`config.mk`:
```
export PLATFORM = sky130hd
export DESIGN_NAME = bird_position
export DESIGN_NICKNAME = d
export VERILOG_FILES = /design/src/rtl/bird_position.sv
export SDC_FILE = /design/constraint.sdc
export NUM_CORES = 1
export LEC_CHECK = 0
export BUFFER_PORTS_ARGS = -buffer_cell sky130_fd_sc_hd__clkbuf_2
export CAP_MARGIN = 20
export CORE_MARGIN = 4
export CORE_UTILIZATION = 46
export DETAILED_ROUTE_END_ITERATION = 10
export HOLD_SLACK_MARGIN = 0.05
export PLACE_DENSITY_LB_ADDON = 0.2
export SETUP_SLACK_MARGIN = 0.15
export SYNTH_ARGS = -nofsm -noshare
export SYNTH_HDL_FRONTEND = slang
export SYNTH_SLANG_ARGS = --single-unit
```
`constraint.sdc`:
```
create_clock -name CLK -period 3.7 [get_ports CLK]
set_input_delay 0 -clock CLK [delete_from_list [all_inputs] [get_ports CLK]]
set_output_delay 0 -clock CLK [all_outputs]
set_load 0.005 [all_outputs]
```
`src/rtl/bird_position.sv`:
```
// Bird row tracker for the flappy-bird LED column: IDLE/FLY/CRASH control plus
// bounded position update. Build option: CEILING_CRASH_EN makes overshooting the top row a crash.
`timescale 1ns/1ps

module bird_position #(
  parameter int START_ROW = 8
) (
  input  logic        CLK,
  input  logic        RST,
  input  logic [2:0]  velocity,
  input  logic        tick,
  input  logic        start,
  output logic [3:0]  pos,
  output logic [15:0] row_onehot,
  output logic        playing,
  output logic        crashed,
  output logic [1:0]  o_dbg_state
);

  typedef enum logic [1:0] {
    S_IDLE  = 2'd0,
    S_FLY   = 2'd1,
    S_CRASH = 2'd2
  } state_t;

  localparam logic [3:0] START_POS = START_ROW[3:0];

  state_t             r_state;
  state_t             w_state_nxt;
  logic [3:0]         r_pos;
  logic [3:0]         w_pos_nxt;
  logic [2:0]         w_vel_eff;
  logic signed [5:0]  w_sum;
  logic               w_floor_hit;
  logic               w_ceil_hit;

  // -4 is outside the kinematics range and is treated as no motion.
  assign w_vel_eff   = (velocity == 3'b100) ? 3'b000 : velocity;
  assign w_sum       = $signed({2'b00, r_pos}) + $signed({{3{w_vel_eff[2]}}, w_vel_eff});
  assign w_floor_hit = (w_sum < 6'sd0);
  assign w_ceil_hit  = (w_sum > 6'sd15);

  // State register
  always_ff @(posedge CLK or posedge RST) begin
    if (RST) begin
      r_state <= S_IDLE;
      r_pos   <= START_POS;
    end else begin
      r_state <= w_state_nxt;
      r_pos   <= w_pos_nxt;
    end
  end

  // Next-state and next-position logic
  always_comb begin
    w_state_nxt = r_state;
    w_pos_nxt   = r_pos;
    case (r_state)
      S_IDLE: begin
        w_pos_nxt = START_POS;
        if (start) begin
          w_state_nxt = S_FLY;
        end
      end
      S_FLY: begin
        if (tick) begin
          if (w_floor_hit) begin
            w_pos_nxt   = 4'd0;
            w_state_nxt = S_CRASH;
          end else if (w_ceil_hit) begin
            w_pos_nxt   = 4'd15;
`ifdef CEILING_CRASH_EN
            w_state_nxt = S_CRASH;
`else
            w_state_nxt = S_FLY;
`endif
          end else begin
            w_pos_nxt = w_sum[3:0];
          end
        end
      end
      S_CRASH: begin
        if (start) begin
          w_state_nxt = S_IDLE;
          w_pos_nxt   = START_POS;
        end
      end
      default: begin
        w_state_nxt = S_IDLE;
        w_pos_nxt   = START_POS;
      end
    endcase
  end

  // Outputs depend only on registered state and position
  always_comb begin
    pos         = r_pos;
    row_onehot  = 16'd1 << r_pos;
    playing     = (r_state == S_FLY);
    crashed     = (r_state == S_CRASH);
    o_dbg_state = r_state;
  end

endmodule
```
==> metrics.txt <==
Synth Area in Compound Gates=17.82%; ranking of synthesized cells by area=dfrtp_1 (21%), ha_1 (10%), nor2_1 (7.5%); global route total overflow=0; post-synthesis mux area share=0%; Clock Skews=5.925 ps; Worst EP required=3830 ps; CTS tree=done; Post-CTS Setup Bufs=0; Initial Utilization=50.96%; vias=~650; Max Used Layer=met4; CP startpoint kind=flop; PwrDens=701.2 nW/µm²; # setup viols final=0; worst r2r src=pos[0]; die area=a little under 2000 µm²; drt initial violations=26; layout cells sized above 1=34.55%; diode count=0; post-DP HPWL=1156 µm; xor/xnor cell area share of the yosys netlist=7.128%; core area=1171 µm²; Max Cap Viol=0; WL met2=a little under 800 µm; area grow syn2layout=35.01%; unrepaired setup endpoints after global routing=no; commonest non-fill, non-tap cell in the layout=clkbuf_2; Root Driver=clkbuf_4; Final min period=2097 ps; Fill cells=104; delay-heaviest family, CP=adder cells; Slew Limit Fails=0; Post-Syn Nets=90; first-pass GRT wire length=2428 µm; die width=44.02 µm; Adder-Cell Fraction of Synth Area=about 14%; CTS sink cnt=6; WL/cell=roughly 12 µm; Max Clock Freq=476.8 MHz; kind of critical path=flop to flop; worst endpoint data arrival time=2220 ps; Hold Path Class=input port to async pin; Worst path slowest cell=dfrtp_1; Detailed Routing Iterations Pass 1=7; initial antenna violation count=0; CP Buf/Inv Count=1; Max-slew headroom=77.88%; All-Layer GR Usage=17.10%; status=finished, final reports clean; Remaining DRCs=0; Antenna Nets Post-Route=0; YS warnings=0; main combinational cell family by area after synthesis=simple AND/OR/NAND/NOR gates; Crit path largest cell delay=500 ps; worst reg2reg endpoint=pos[2]; post-synth top area cell=dfrtp_1; Worst setup EP type=flop; Least-Margin Pin Slew=331.8 ps; Max FO, Critical Path=10; routability cong.=0.8007; top cell type's share of synthesized area=between 20% and 30%; number of global-route vias before repair=between 500 and 600; Clock Latency Late Sink=250 ps; Peak VDD IR=361.4 µV; TritonCTS buffer count=3; final worst path period share=about 57%; final setup TNS=0 ps; post-synthesis simple-gate area fraction=between 20 and 30%; CTS clk-pin slew, worst paths=50 ps; r2r worst-path depth=8; post-synthesis cell area=596.8 µm²; Post-Synthesis Cells=77; Seq/Total Area, Yosys=25.37%; FF+latch count, synth=6; Lkg Pwr=around 0.44 nW; CP cell instances=ha_1 -> inv_1 -> fa_1 -> nand2b_1 -> a21oi_1 -> xnor2_1 -> nand2_1 -> a22o_1; CP startpoint=pos[0]; Nets=124; Routed Wire Length=about 1500 µm; Mean Syn Cell Area=7.751 µm²; largest net degree at the start of global routing=11; Site Rows=12; R2R Setup Slk=1600 ps; Fin. Hold Viols=0; port bufs=30; met3 WL post-DR=98 µm; DRT met1 WL=613 µm; via/cell ratio=5.250; CTS H-Tree Depth=1; final core occ=68.80%; I/O pins=31; most frequent cells in the layout=clkbuf_2 (30), nor2_1 (12), nand2_1 (10); synth unique cells=24; Finished Layout Cells=124; DIE HEIGHT=~44 µm; Longest Clk Path Bufs=2; Cells after DPL=117
==> Yosys cell counts <==
| cell | number |
|---|---|
| a31oi_4 | 1 |
| nor3_1 | 6 |
| o21ai_1 | 2 |
| xnor2_1 | 2 |
| a22o_1 | 3 |
| nor3_2 | 1 |
| a21o_1 | 3 |
| a21oi_1 | 2 |
| ha_1 | 5 |
| xnor2_2 | 1 |
| a311oi_1 | 1 |
| dfrtp_1 | 5 |
| clkbuf_1 | 4 |
| inv_2 | 1 |
| nor2_1 | 12 |
| dfstp_2 | 1 |
| a22oi_1 | 1 |
| inv_1 | 6 |
| fa_1 | 1 |
| nand2_1 | 10 |
| nor4_1 | 1 |
| xor2_1 | 1 |
| nand2b_1 | 5 |
| nor2b_1 | 2 |
==> routing by layer <==
metal	up-vias	track usage, %
met3	4	2.439
met4	0	10.84
met5	-	0
met2	24	27.91
met1	299	20.90
li1	324	-
==> cell type report <==
type / count / area, µm² / share of cell area [%]
Clock buffer: 4 / 26.28 / 3.261
Inverter: 7 / 26.28 / 3.261
Timing Repair Buffer: 33 / 180.2 / 22.36
Sequential cell: 6 / 151.4 / 18.79
Multi-Input combinational cell: 60 / 404.1 / 50.16
Tap cell: 14 / 17.52 / 2.174
==> kinds of logic after synthesis <==
logic type | count (synthesis)
simple gates | 37
buf+inv | 11
fa+ha+maj | 6
compound gates | 13
xor+xnor | 4
flops | 6
==> worst register-to-register path, delay by kind of cell (launching register included) <==
kind / cells / cell delay (ps)
xor+xnor: 1 / 200
buf+inv: 1 / 60
fa+ha+maj: 2 / 610
simple gates: 2 / 260
flops: 1 / 500
compound gates: 2 / 360
==> how the worst max path moves through the flow <==
stage | endpoint | cells past startpoint
after floorplan | pos[0] | 8
after global placement | pos[1] | 8
after detailed placement | pos[2] | 8
after CTS | pos[2] | 8
after global routing | pos[3] | 8
final | pos[2] | 8
==> power by group <==
part | internal, mW | leakage, nW | switching [mW]
combinational | 0.159 | 0.354 | 0.175
sequential | 0.0979 | 0.0754 | 0.0690
clock | 0.0408 | 0.0150 | 0.0236
==> registers in the layout, summed over array words and instances, names as in the netlist <==
| name | flops |
|---|---|
| pos | 4 |
| o_dbg_state | 2 |
==> per-stage QoR <==
stage	power (mW)	setup slack, ps	cell area (µm²)	hold WS, ps
6_report	0.5650	1603	805.8	181.7
5_1_grt	0.6222	1433	805.8	202.6
3_5_place_dp	0.5008	1618	749.5	-104.9
3_3_place_gp	0.4907	1668	749.5	-106.9
2_1_floorplan	0.3790	1730	596.8	-209.8
4_1_cts	0.5677	1606	805.8	184.5
==> what timing repair did <==
action / in CTS / in global routing
endpoints found under the hold margin: 8 / 0
resized for setup: 0 / 0
hold buffers: 3 / 0
(Power assumes the default switching activity.)
